### config.mk
export PLATFORM = sky130hd
export DESIGN_NAME = ddr2_v10_1_0002_sequencer_rw_mgr_master
export DESIGN_NICKNAME = d
export VERILOG_FILES = /design/src/rtl/ddr2_v10_1_0002_sequencer_rw_mgr_master.sv
export SDC_FILE = /design/constraint.sdc
export NUM_CORES = 1
export LEC_CHECK = 0
export ABC_AREA = 1
export BUFFER_PORTS_ARGS = -buffer_cell sky130_fd_sc_hd__buf_4
export CORE_UTILIZATION = 45
export DETAILED_ROUTE_END_ITERATION = 10
export HOLD_SLACK_MARGIN = 0.08
export PLACE_DENSITY = 0.75
export SYNTH_ARGS = -nofsm -noshare
export SYNTH_HDL_FRONTEND = slang
export SYNTH_SLANG_ARGS = --single-unit
### constraint.sdc
create_clock -name avl_clk -period 4.1 [get_ports avl_clk]
set_input_delay 0.615 -clock avl_clk [delete_from_list [all_inputs] [get_ports avl_clk]]
set_output_delay 0.615 -clock avl_clk [all_outputs]
set_load 0.02 [all_outputs]
### src/rtl/ddr2_v10_1_0002_sequencer_rw_mgr_master.sv
// Avalon-MM initiator issuing single read/write transactions from the
// calibration sequencer into the rw_mgr Avalon slave port.
//
// Ports:
//   avl_clk, avl_reset             clock, asynchronous active-high reset
//   req_valid/req_ready            request handshake (one request at a time)
//   req_write/req_address/req_wdata request payload, sampled at handshake
//   rsp_valid/rsp_rdata/rsp_timeout one-cycle completion pulse + qualifiers
//   err_sticky/err_clear           sticky timeout flag and its clear
//   busy                           high whenever not IDLE
//   avl_*                          Avalon-MM initiator signals
module ddr2_v10_1_0002_sequencer_rw_mgr_master #(
  parameter int unsigned AVL_DATA_WIDTH    = 32,
  parameter int unsigned AVL_ADDRESS_WIDTH = 16,
  parameter int unsigned TIMEOUT_CYCLES    = 65535
) (
  input  logic                         avl_clk,
  input  logic                         avl_reset,
  input  logic                         req_valid,
  output logic                         req_ready,
  input  logic                         req_write,
  input  logic [AVL_ADDRESS_WIDTH-1:0] req_address,
  input  logic [AVL_DATA_WIDTH-1:0]    req_wdata,
  output logic                         rsp_valid,
  output logic [AVL_DATA_WIDTH-1:0]    rsp_rdata,
  output logic                         rsp_timeout,
  output logic                         err_sticky,
  input  logic                         err_clear,
  output logic                         busy,
  output logic [AVL_ADDRESS_WIDTH-1:0] avl_address,
  output logic                         avl_write,
  output logic [AVL_DATA_WIDTH-1:0]    avl_writedata,
  output logic                         avl_read,
  input  logic [AVL_DATA_WIDTH-1:0]    avl_readdata,
  input  logic                         avl_waitrequest
);

  localparam int unsigned WD_W = $clog2(TIMEOUT_CYCLES + 1);
  localparam logic [WD_W-1:0] WD_LIMIT = WD_W'(TIMEOUT_CYCLES);
  localparam logic [WD_W-1:0] WD_MAX   = {WD_W{1'b1}};

  typedef enum logic [1:0] {
    ST_IDLE   = 2'd0,
    ST_ACCESS = 2'd1,
    ST_GAP    = 2'd2
  } state_t;

  state_t                         state_q, state_d;
  logic                           req_ready_q, req_ready_d;
  logic                           rsp_valid_q, rsp_valid_d;
  logic [AVL_DATA_WIDTH-1:0]      rsp_rdata_q, rsp_rdata_d;
  logic                           rsp_timeout_q, rsp_timeout_d;
  logic                           err_sticky_q, err_sticky_d;
  logic                           busy_q, busy_d;
  logic [AVL_ADDRESS_WIDTH-1:0]   avl_address_q, avl_address_d;
  logic                           avl_write_q, avl_write_d;
  logic [AVL_DATA_WIDTH-1:0]      avl_writedata_q, avl_writedata_d;
  logic                           avl_read_q, avl_read_d;
  logic [WD_W-1:0]                wd_q, wd_d;
  logic [WD_W-1:0]                wd_inc;

  // State and output registers
  always_ff @(posedge avl_clk or posedge avl_reset) begin
    if (avl_reset) begin
      state_q         <= ST_IDLE;
      req_ready_q     <= 1'b0;
      rsp_valid_q     <= 1'b0;
      rsp_rdata_q     <= '0;
      rsp_timeout_q   <= 1'b0;
      err_sticky_q    <= 1'b0;
      busy_q          <= 1'b0;
      avl_address_q   <= '0;
      avl_write_q     <= 1'b0;
      avl_writedata_q <= '0;
      avl_read_q      <= 1'b0;
      wd_q            <= '0;
    end else begin
      state_q         <= state_d;
      req_ready_q     <= req_ready_d;
      rsp_valid_q     <= rsp_valid_d;
      rsp_rdata_q     <= rsp_rdata_d;
      rsp_timeout_q   <= rsp_timeout_d;
      err_sticky_q    <= err_sticky_d;
      busy_q          <= busy_d;
      avl_address_q   <= avl_address_d;
      avl_write_q     <= avl_write_d;
      avl_writedata_q <= avl_writedata_d;
      avl_read_q      <= avl_read_d;
      wd_q            <= wd_d;
    end
  end

  // Saturating watchdog increment
  assign wd_inc = (wd_q == WD_MAX) ? wd_q : WD_W'(wd_q + 1'b1);

  // Next-state and next-output logic
  always_comb begin
    state_d         = state_q;
    rsp_valid_d     = 1'b0;
    rsp_rdata_d     = '0;
    rsp_timeout_d   = 1'b0;
    err_sticky_d    = err_clear ? 1'b0 : err_sticky_q;
    avl_address_d   = avl_address_q;
    avl_write_d     = avl_write_q;
    avl_writedata_d = avl_writedata_q;
    avl_read_d      = avl_read_q;
    wd_d            = wd_q;

    case (state_q)
      ST_IDLE: begin
        if (req_valid && req_ready_q) begin
          avl_address_d   = req_address;
          avl_writedata_d = req_wdata;
          avl_write_d     = req_write;
          avl_read_d      = ~req_write;
          wd_d            = '0;
          state_d         = ST_ACCESS;
        end
      end
      ST_ACCESS: begin
        // Completion is checked first so it wins over a same-edge timeout
        if (!avl_waitrequest) begin
          avl_write_d = 1'b0;
          avl_read_d  = 1'b0;
          rsp_valid_d = 1'b1;
          rsp_rdata_d = avl_read_q ? avl_readdata : '0;
          state_d     = ST_GAP;
        end else begin
          wd_d = wd_inc;
          if (wd_inc == WD_LIMIT) begin
            avl_write_d   = 1'b0;
            avl_read_d    = 1'b0;
            rsp_valid_d   = 1'b1;
            rsp_timeout_d = 1'b1;
            err_sticky_d  = 1'b1;
            state_d       = ST_GAP;
          end
        end
      end
      // One cycle with both strobes low so the slave returns to idle
      ST_GAP: begin
        state_d = ST_IDLE;
      end
      default: begin
        state_d     = ST_IDLE;
        avl_write_d = 1'b0;
        avl_read_d  = 1'b0;
      end
    endcase

    req_ready_d = (state_d == ST_IDLE);
    busy_d      = (state_d != ST_IDLE);
  end

  assign req_ready     = req_ready_q;
  assign rsp_valid     = rsp_valid_q;
  assign rsp_rdata     = rsp_rdata_q;
  assign rsp_timeout   = rsp_timeout_q;
  assign err_sticky    = err_sticky_q;
  assign busy          = busy_q;
  assign avl_address   = avl_address_q;
  assign avl_write     = avl_write_q;
  assign avl_writedata = avl_writedata_q;
  assign avl_read      = avl_read_q;

endmodule

==> Yosys cells after proc, flatten, opt, wreduce, memory -nomap -nowiden <==
Cells that the tools add are included.
Widths: inputs -> output; s select.
{ "op_classes": {"reduce_logical": 8, "n_addsub": 1, "eq_ne": 7, "mux": 26, "n_bitwise": 2} }
{ "ops": {"columns": ["op", "count"], "rows": [
  ["$mux 32", 3],
  ["$mux 16", 3],
  ["$eq 16x16->1 const B", 2],
  ["$pmux 16 s2", 1],
  ["$add 16x1->16 const B", 1],
  ["$mux 1", 13],
  ["$mux 2", 3],
  ["$pmux 1 s3", 2],
  ["$reduce_and 3->1", 2],
  ["$logic_not 2->1", 2],
  ["$ne 2x2->1 const B", 2],
  ["$pmux 2 s2", 1],
  ["$reduce_bool 2->1", 2],
  ["$ne 3x3->1 const B", 1],
  ["$eq 2x1->1 const B", 1],
  ["$eq 2x2->1 const B", 1],
  ["$not 1->1", 2],
  ["$reduce_and 2->1", 1],
  ["$logic_and 1x1->1", 1]
]} }
{ "word_totals": {"inputBits": 86, "output_inout_bits": 87, "elab_cells": 56, "reg_bits": 105} }

==> Logic depth before layout (Yosys ltp) <==
Gate-level depths: netlist (run 1).
{ "depth": {"word_depth": 7, "mapped_depth": 15, "depth_no_buf": 15} }

==> Least setup slack after synthesis (run 1) <==
OpenSTA, ideal clock, no wires.
{ "synth_path": {"kind": "register to register", "startpoint": "reg wd_q[0]", "endpoint": "reg avl_read_q, in the netlist avl_read", "arrival_ns": 1.803, "setup_slack_ns": 2.180, "path_stages_with_launch": 16, "required_ns": 3.983, "period_less_slack_ns": 1.920, "n_path_buf": 1, "cell_sequence": "dfrtp_1 -> ha_1 -> nand2_2 -> nor2_4 -> nand2_4 -> nor2_4 -> inv_2 -> buf_6 -> nand2_1 -> nand3_1 -> nor2_2 -> nand3_2 -> nand2_2 -> nand2_2 -> nand2_1 -> nand2_1"} }
{ "synth_between": {"elab_chain_len": 5, "word_cells_on_any_way": 6, "cone_classes": "add/sub: 1; eq/ne: 3; mux: 1; reduce/logical: 1"} }
{ "synth_lines": {"columns": ["element", "line_no", "text"], "rows": [
  ["start: declaration", "59", "logic [WD_W-1:0] wd_q, wd_d;"],
  ["start signal: assignment", "89", "wd_q <= wd_d;"],
  ["$add 16x1->16 or $eq 16x16->1 (tied branches)", "94", "assign wd_inc = (wd_q == WD_MAX) ? wd_q : WD_W'(wd_q + 1'b1);"],
  ["$mux 16 (*)", "94", null],
  ["$eq 16x16->1 (*)", "130", "if (wd_inc == WD_LIMIT) begin"],
  ["$ne 3x3->1 (no line) (*)", null, null],
  ["$reduce_and 3->1 (no line) (*)", null, null],
  ["end signal: assignment", "88", "avl_read_q <= avl_read_d;"],
  ["end: declaration", "58", "logic avl_read_q, avl_read_d;"]
]} }
Every way passes the cells marked *; elsewhere a longest branch is shown, timed or not.
A chain may end at the register's enable or synchronous reset.

==> Final worst setup path (run 1) <==
{ "layout_path": {"startpoint": "reg state_q[1]", "endpoint": "reg wd_q[11]"} }
{ "layout_between": {"elab_chain_len": 3, "word_cells_on_any_way": 7, "cone_classes": "eq/ne: 3; mux: 1; reduce/logical: 3"} }
{ "layout_lines": {"columns": ["element", "line_no", "text"], "rows": [
  ["start: declaration", "48", "state_t state_q, state_d;"],
  ["start signal: assignment", "78", "state_q <= state_d;"],
  ["$eq 2x1->1 or $logic_not 2->1 (tied branches)", "109", "case (state_q)"],
  ["$ne 2x2->1 (no line) or $reduce_bool 2->1 (tied branches)", null, null],
  ["$reduce_and 3->1 (no line)", null, null]
]} }
Several ways; a longest one is shown, not always the timed one.

==> qor.yml, run 1 <==
fmax_mhz: 393
synthAdderAreaFrac_pct: 0.287
clk_latency_ps: 360
seq_area_frac_synth_pct: 60.2
antenna_found_initial: 0
worst_pin_slew_ps: 999
synth_fp_nets: 609
cts_sinks: 105
layout_common_cells: "nand2_1, buf_4, dfrtp_1, nor2_1, inv_1"
vias: 3866
yosys.cell_types.count: 27
ys_async_sr_fraction_pct: 100
cts_buffer_depth: 2
final-setup-viol-count: 0
crit_path_top_delay_cell: "nor2_1"
wl_per_cell_um: 13.0
synth-edff-count: 0
boundaryPins: 173
drtPass1Iterations: 4
grt_setup_unrepaired: "false"
r2r_slack_ps: 1560
cts-root-buf: "clkbuf_8"
path_clk_slew_ps: 100
slew_violations: 0
synth_cells: 522
synth_xor_area_share_pct: 0.803
crit_path_start_kind: "flop"
dieArea_um2: 10100
drt-initial-drc-count: 176
synth-simple-area-share_pct: 30.2
grtUsageTotal_pct: 22.1
peakVddDrop_mv: 0.427
yosys-mux-area-fraction_pct: 0
critPathLaunch: "state_q[1]"
cts_setup_buffers: 0
grt_pass1_vias: 3825
synth_area_um2: 4360
yosysTopAreaCell: "dfrtp_1"
r2r-start: "state_q[1]"
yosysWarnings: 0
p_leak_uw: 0.00321
dp_hpwl_um: 7870
status: "finished clean"
hold_viol: 0
synth_seq_cells: 105
cts_resized: 0
p_per_area_nw_per_um2: 589
die_y_um: 100
crit_type: "reg -> reg"
globalplace.congestion: 0.842
multi_input_area_um2: 1530
path_buf_inv: 2
path_cells: "nor2_2 -> inv_1 -> nor2_1 -> clkinv_1 -> nand2_1 -> o21ai_0"
area_growth_pct: 36.5
core_um2: 9330
worstPathArrival_ps: 2760
portBuffers: 172
critPathCaptureType: "flop"
fin_nets: 778
rows: 35
diodes: 0
cp.required_ps: 4320
skew_ps: 8.14
critical_path.max_stage_delay_ps: 550
netlist.area_leader.share_pct: 60.2
initial_core_util_pct: 46.8
drv_cap: 0
grt-ovfl-total: 0
cp_max_fo: 15
cts_tree: "done"
synth_compound_area_share_pct: 3.79
synth_top_family_by_area: "simple AND/OR/NAND/NOR gates"
reg2reg_depth: 6
final_common_cell: "nand2_1"
viasPerCell: 4.69
hp-class: "in -> async"
holdWs_ps: 427
cts_inserted_buffers: 9
slew_headroom_pct: 33.2
cp_num_cells: 6
htreeDepth: 3
timing.final.crit_share_pct: 62.0
register_area_um2: 2630
fillers: 789
drive_gt1_share_pct: 29.8
tns_ps: 0
ys_top_cells_by_area: "dfrtp_1, nand2_1, nor2_1"
grt_max_degree: 54
fin_crit_ps: 2540
holdBufCountCts: 0
wl_um: 10700
grt_pass1_wl_um: 17400
die_x_um: 100
drtAntennaViolNets: 0
drc: 0
syn_avg_cell_area_um2: 8.36
crit_family: "simple AND/OR/NAND/NOR gates"
post-route-util_pct: 63.8
ys.flop_type: "dfrtp_1"
sequential cells by signal (all words and copies together), names as in the netlist, 2 cells and up:
signal and cells:
avl_writedata 32, wd_q 16, avl_address 16, state_q 2
rsp_rdata 32
power by group:
part / internal [µW] / switching (µW) / leakage [µW]
Sequential: 1310 / 164 / 0.00138
Clock: 226 / 361 / 0.0000849
Combinational: 560 / 882 / 0.00174
synth_stat cells (4+ instances only):
| cell type | n |
|---|---|
| nand4_1 | 4 |
| nand2_1 | 243 |
| o22ai_1 | 6 |
| buf_1 | 4 |
| dfrtp_1 | 105 |
| inv_1 | 31 |
| clkbuf_1 | 13 |
| nand2_2 | 4 |
| nor2_1 | 60 |
| o21ai_0 | 18 |
| nand3_1 | 11 |
cell families after synthesis:
kind of cell | after synthesis
buffers and inverters | 52
flip-flops | 105
AO/OA/AOI/OAI | 30
AND/OR/NAND/NOR | 330
XOR/XNOR | 4
adder cells (fa/ha/maj) | 1
worst register-to-register path, stage by stage (launching register included):
cell and delay [ps]:
dfrtp_1 440, nor2_2 140, inv_1 70, nor2_1 550, clkinv_1 510, nand2_1 520
o21ai_0 170
area by class of cell:
| type | instances | share of cell area (%) |
|---|---|---|
| inverters | 33 | 2.12 |
| multi-input cells | 365 | 25.7 |
| well taps | 129 | 2.71 |
| clock buffers | 9 | 2.08 |
| flip-flops and latches | 105 | 44.1 |
| repair buffers | 177 | 22.3 |
| clock inverters | 6 | 0.904 |
per-layer routing:
layer	up-vias	global-route usage (%)	wire, µm
met5	-	0	0
met4	0	9.36	272
met3	23	6.66	900
met2	141	36.4	5260
met1	1777	27.2	4310
li1	1925	-	-
per-stage QoR:
stage | power, µW | instance area (µm²) | cells | setup WS [ps]
final | 3510 | 5950 | 824 | 1560
after global routing | 3740 | 5950 | 824 | 1240
after floorplan | 2300 | 4360 | 522 | 724
after global placement | 2920 | 5780 | 809 | 1560
after detailed placement | 2960 | 5780 | 809 | 1450
after CTS | 3550 | 5950 | 824 | 1570
path summary, 6_finish.rpt:
check | endpoint
min | rsp_rdata[15]
max in group asynchronous | wd_q[12]
max reg2reg | wd_q[11]
max | wd_q[11]
min in group avl_clk | avl_writedata[22]
min reg2reg | avl_writedata[25]
Note: power is estimated with default switching activity, not from simulation.
==> inputs of run 2 (changes only) <==
- clock period: 4.1 -> 2.4 ns (I/O delays scaled with it)
==> run 2 against run 1 <==
Maximum frequency rose by 17%. Clock skew rose by 4.7 ps. Flip-flop and latch count did not move. Utilization rose by 0.58 points. Global-route usage fell by 0.40 points. Cell area rose by 0.90%. Count of clock-buffer cells in the layout did not move. Power rose by 73%. Worst setup slack got worse by 1300 ps. Combinational power rose by 72%. Clock power rose by 84%. Largest cell class unchanged.
==> qor.yml, run 2 (synthesis gave the netlist of run 1 again) <==
status: "finished clean"
wl_per_cell_um: 12.8  # -1.5%
post-route-util_pct: 64.4  # +0.58 points
fmax_mhz: 460  # +17%
cts_buffer_depth: 2  # unchanged
hold_viol: 0  # unchanged
crit_path_top_delay_cell: "dfrtp_1"
dp_cells: 811  # +0.25%
cts_setup_buffers: 0  # unchanged
seq_power_share_pct: 41.6  # -0.5 points
fin_crit_ps: 2180  # -367 ps
path_cells: "ha_1 -> nand2_2 -> nor2_4 -> nand2_4 -> o21ai_0 -> nand2_1 -> nor2_1 -> nand2_1 -> nor2_1 -> nand3_2 -> nand2_2 -> nand2_2 -> nand2_1 -> nand2_1"
layout_common_cells: "nand2_1, buf_4, dfrtp_1, nor2_1, inv_1"
clkPwrFrac_pct: 17.7  # +1.0 points
p_per_area_nw_per_um2: 1010  # +72%
combPwrFrac_pct: 40.7  # -0.4 points
portBuffers: 172  # unchanged
cts_inserted_buffers: 9  # unchanged
vias: 3900  # +0.88%
p_leak_uw: 0.00323  # +0.81%
grt_pass1_vias: 3822  # -0.078%
place_ws_ps: 273  # -1170 ps
core_um2: 9330  # unchanged
p_sw_share_pct: 40.5  # +0.35 points
worstPathArrival_ps: 2440  # -320 ps
final_common_cell: "nand2_1"
grt_setup_unrepaired: "false"
drtAntennaViolNets: 0  # unchanged
rows: 35  # unchanged
path_common_cell: "nand2_1"
antenna_found_initial: 0  # unchanged
cp.required_ps: 2660  # -1660 ps
viasPerCell: 4.71  # +0.39%
skew_ps: 12.9  # +4.74 ps
worst_pin_slew_ps: 646  # -353 ps
grt_pass1_wl_um: 17400  # -0.16%
grt_max_degree: 56  # +3.7%
slew_violations: 0  # unchanged
drv_cap: 0  # unchanged
diodes: 0  # unchanged
final-setup-viol-count: 0  # unchanged
cts-root-buf: "clkbuf_8"
htreeDepth: 3  # unchanged
fin_ws_ps: 224  # -1330 ps
crit_path_start_kind: "flop"
fin_nets: 781  # +0.39%
clk_latency_ps: 370  # about the same
hp-class: "in -> reg"
final_cells: 828  # +0.49%
cp_max_fo: 8  # -7
globalplace.congestion: 0.868  # +3.0%
drt-initial-drc-count: 156  # -11%
grt-ovfl-total: 0  # unchanged
wl_um: 10600  # -1.0%
grtUsageTotal_pct: 21.7  # -0.40 points
drtPass1Iterations: 4  # unchanged
crit_type: "reg -> reg"
path_buf_inv: 0  # -2
initial_core_util_pct: 46.8  # unchanged
internal_power_uw: 3620  # +72%
critical_path.max_stage_delay_ps: 440  # -110 ps
die_x_um: 100  # unchanged
drive_gt1_share_pct: 30.0  # +0.26 points
tns_ps: 0  # unchanged
holdBufCountCts: 1  # +1
area_growth_pct: 37.8
cts_sinks: 105  # unchanged
drc: 0  # unchanged
cts_tree: "done"
dp_hpwl_um: 7730  # -1.7%
power_switching_uw: 2460  # +75%
timing.final.crit_share_pct: 90.7  # +29 points
cts_resized: 0  # unchanged
slew_headroom_pct: 56.9  # +24 points
crit_family: "simple AND/OR/NAND/NOR gates"
path_clk_slew_ps: 110  # about the same
holdWs_ps: 175  # -252 ps
boundaryPins: 173  # unchanged
critPathCaptureType: "flop"
die_y_um: 100  # unchanged
peakVddDrop_mv: 0.633  # +48%
dieArea_um2: 10100  # unchanged
==> run 2: layout make-up <==
type | instances | area, µm²
Clock buffer | 9 | 124
Clock inverter | 7 | 68.8
Fill cell | 791 | 3320
Inverter | 33 | 128
Multi-Input combinational cell | 365 | 1530
Sequential cell | 105 | 2630
Tap cell | 129 | 161
Timing Repair Buffer | 180 | 1370
==> run 2: stage by stage <==
| step | cell area [µm²] | power (µW) |
|---|---|---|
| final | 6010 | 6080 |
| after global routing | 6010 | 6470 |
| after CTS | 6010 | 6140 |
| after detailed placement | 5810 | 5050 |
| after global placement | 5810 | 4990 |
| after floorplan | 4370 | 3940 |
==> run 2: worst paths after layout <==
| kind | startpoint | to | slack, ps | depth (start not counted) |
|---|---|---|---|---|
| setup / recovery | wd_q[0] | avl_write | 220 | 14 |
| hold / removal | req_wdata[27] | avl_writedata[27] | 180 | 3 |
| setup reg to reg | wd_q[0] | avl_write | 220 | 14 |
| hold reg to reg | avl_writedata[8] | avl_writedata[8] | 490 | 2 |
| max in group asynchronous | avl_reset | avl_writedata[16] | 1120 | 4 |
| min in group asynchronous | avl_reset | avl_writedata[23] | 510 | 3 |
==> run 2: routing by layer <==
metal	vias to the layer above	track usage, %	part of all wire, %
met5	-	0	0
met3	15	6.73	7.7
met4	0	7.36	1.5
li1	1933	-	-
met1	1812	27.9	42
met2	140	35.0	49
==> run 2: power groups by stage <==
stage,Combinational (µW),Clock (µW),Sequential [µW]
final,2480,1080,2530
after global routing,2720,1170,2590
after CTS,2500,1110,2530
after detailed placement,2510,0,2550
after global placement,2450,0,2540
after floorplan,864,0,3070
==> run 2: tightest hold or removal path: stages <==
cell,delay (ps)
buf_4,70
nand2_1,40
nand2_1,40
==> inputs of run 3 (changes only) <==
- BUFFER_PORTS_ARGS: -buffer_cell sky130_fd_sc_hd__buf_4 -> unset
- DONT_BUFFER_PORTS: unset -> 1
- PLACE_DENSITY: 0.75 -> unset
- RECOVER_POWER: unset -> 25
==> run 3 against run 2 <==
Die area stayed put. Flip-flop and latch count stayed put. Cell count fell by 18%. Highest routed layer unchanged. Worst hold slack worse by 75 ps. Power down 11%. Utilization shrank 12 points.
==> qor.yml, run 3 (synthesis gave the netlist of run 1 again) <==
worstPathArrival_ps: 2420  # -20 ps
die_x_um: 100  # unchanged
cp_max_fo: 11  # +3
final_common_cell: "nand2_1"
fin_nets: 629  # -19%
layout_common_cells: "nand2_1, dfrtp_1, nor2_1, inv_1, dlygate4sd3_1"
grt_pass1_wl_um: 14900  # -14%
p_leak_uw: 0.00246  # -24%
path_clk_slew_ps: 110  # about the same
skew_ps: 10.9  # -1.95 ps
dp_hpwl_um: 6510  # -16%
path_common_cell: "nand2_2"
drive_gt1_share_pct: 6.58  # -23 points
multi_input_area_um2: 1530  # -0.16%
worst_pin_slew_ps: 897  # +251 ps
final-setup-viol-count: 0  # unchanged
area_growth_pct: 13.1
grt_pass1_vias: 3210  # -16%
p_per_area_nw_per_um2: 1090  # +8.1%
drc: 0  # unchanged
path_cells: "ha_1 -> nand2_2 -> nor2_4 -> nand2_4 -> nor2_4 -> inv_2 -> o21ai_0 -> nand3_1 -> nor2_2 -> nand3_2 -> nand2_2 -> nand2_2 -> nand2_1 -> nand2_1"
cts_sinks: 105  # unchanged
slew_headroom_pct: 40.2  # -17 points
fin_crit_ps: 2160  # -16.0 ps
wl_per_cell_um: 13.7  # +7.0%
grt-ovfl-total: 0  # unchanged
grtUsageTotal_pct: 18.9  # -2.8 points
hold_viol: 0  # unchanged
holdWs_ps: 100  # -74.9 ps
fillers: 845  # +6.8%
cts-root-buf: "clkbuf_8"
place_area_um2: 4510  # -22%
drt-initial-drc-count: 127  # -19%
crit_path_start_kind: "flop"
antenna_found_initial: 0  # unchanged
cts_inserted_buffers: 9  # unchanged
peakVddDrop_mv: 0.699  # +10%
hp-class: "in -> reg"
wl_um: 9290  # -13%
timing.final.crit_share_pct: 90.0  # -0.67 points
dieArea_um2: 10100  # unchanged
core_um2: 9330  # unchanged
critPathLaunch: "wd_q[0]"
r2r-start: "wd_q[0]"
cts_buffer_depth: 2  # unchanged
critPathCaptureType: "flop"
boundaryPins: 173  # unchanged
portBuffers: 0  # -100%
critical_path.max_stage_delay_ps: 450  # about the same
drtAntennaViolNets: 0  # unchanged
final_area_um2: 4930  # -18%
grt_max_degree: 68  # +21%
tns_ps: 0  # unchanged
slew_violations: 0  # unchanged
cts_setup_buffers: 0  # unchanged
fmax_mhz: 463  # +0.74%
die_y_um: 100  # unchanged
crit_family: "simple AND/OR/NAND/NOR gates"
post-route-util_pct: 52.9  # -12 points
drv_cap: 0  # unchanged
status: "finished clean"
cp.required_ps: 2660  # about the same
vias: 3307  # -15%
crit_type: "reg -> reg"
holdCritStartpoint: "avl_readdata[21]"
viasPerCell: 4.89  # +3.9%
clk_latency_ps: 360  # about the same
htreeDepth: 3  # unchanged
initial_core_util_pct: 46.8  # unchanged
path_buf_inv: 1  # +1
diodes: 0  # unchanged
cts_tree: "done"
globalplace.congestion: 0.861  # -0.78%
rows: 35  # unchanged
register_area_um2: 2630  # unchanged
grt_setup_unrepaired: "false"
crit_path_top_delay_cell: "dfrtp_1"
drtPass1Iterations: 5  # +1
-- run 3: routing by layer --
layer | wire length (µm) | GRT usage, % | vias to the layer above
met2 | 4530 | 31.3 | 143
met4 | 104 | 4.79 | 0
met3 | 753 | 6.38 | 14
met5 | 0 | 0 | -
li1 | - | - | 1636
met1 | 3910 | 23.9 | 1514
-- run 3: final timing paths --
path / depth (start not counted) / endpoint / slack (ps)
worst max-delay path: 14 / avl_write / 240
worst min-delay path: 2 / rsp_rdata[21] / 100
worst max register to register: 14 / avl_write / 240
worst min register to register: 2 / avl_read / 590
max in group asynchronous: 3 / avl_address[2] / 1070
min in group asynchronous: 3 / rsp_rdata[8] / 750
-- run 3: report_power, final --
group	total, µW	switching, µW	internal (µW)
sequential	3160	918	2240
clock	1160	646	511
combinational	1080	711	373
total	5400	2270	3120
-- run 3: worst reg2reg max path, delay by kind of cell (launching register included) --
family,cells,cell delay (ps)
simple gates,11,1130
flops,1,450
fa+ha+maj,1,250
compound gates,1,120
buf+inv,1,110
-- run 3: cell type report --
cell class	instances	share of cell area [%]
Sequential cell	105	53.3
Multi-Input combinational cell	365	31.0
Timing Repair Buffer	28	5.53
Tap cell	129	3.27
Clock buffer	10	2.59
Inverter	33	2.59
Clock inverter	6	1.73
-- run 3: stage by stage --
stage,total power [µW],setup slack (ps),instances
6_report,5400,240,676
4_1_cts,5450,243,670
2_1_floorplan,3940,480,522
3_3_place_gp,4230,355,639
5_1_grt,5770,6.96,676
3_5_place_dp,4260,245,639
-- run 3: what timing repair did --
action,4_1_cts,5_1_grt
hold buffers,15,6
resized for setup,0,0
endpoints found under the hold margin,52,6
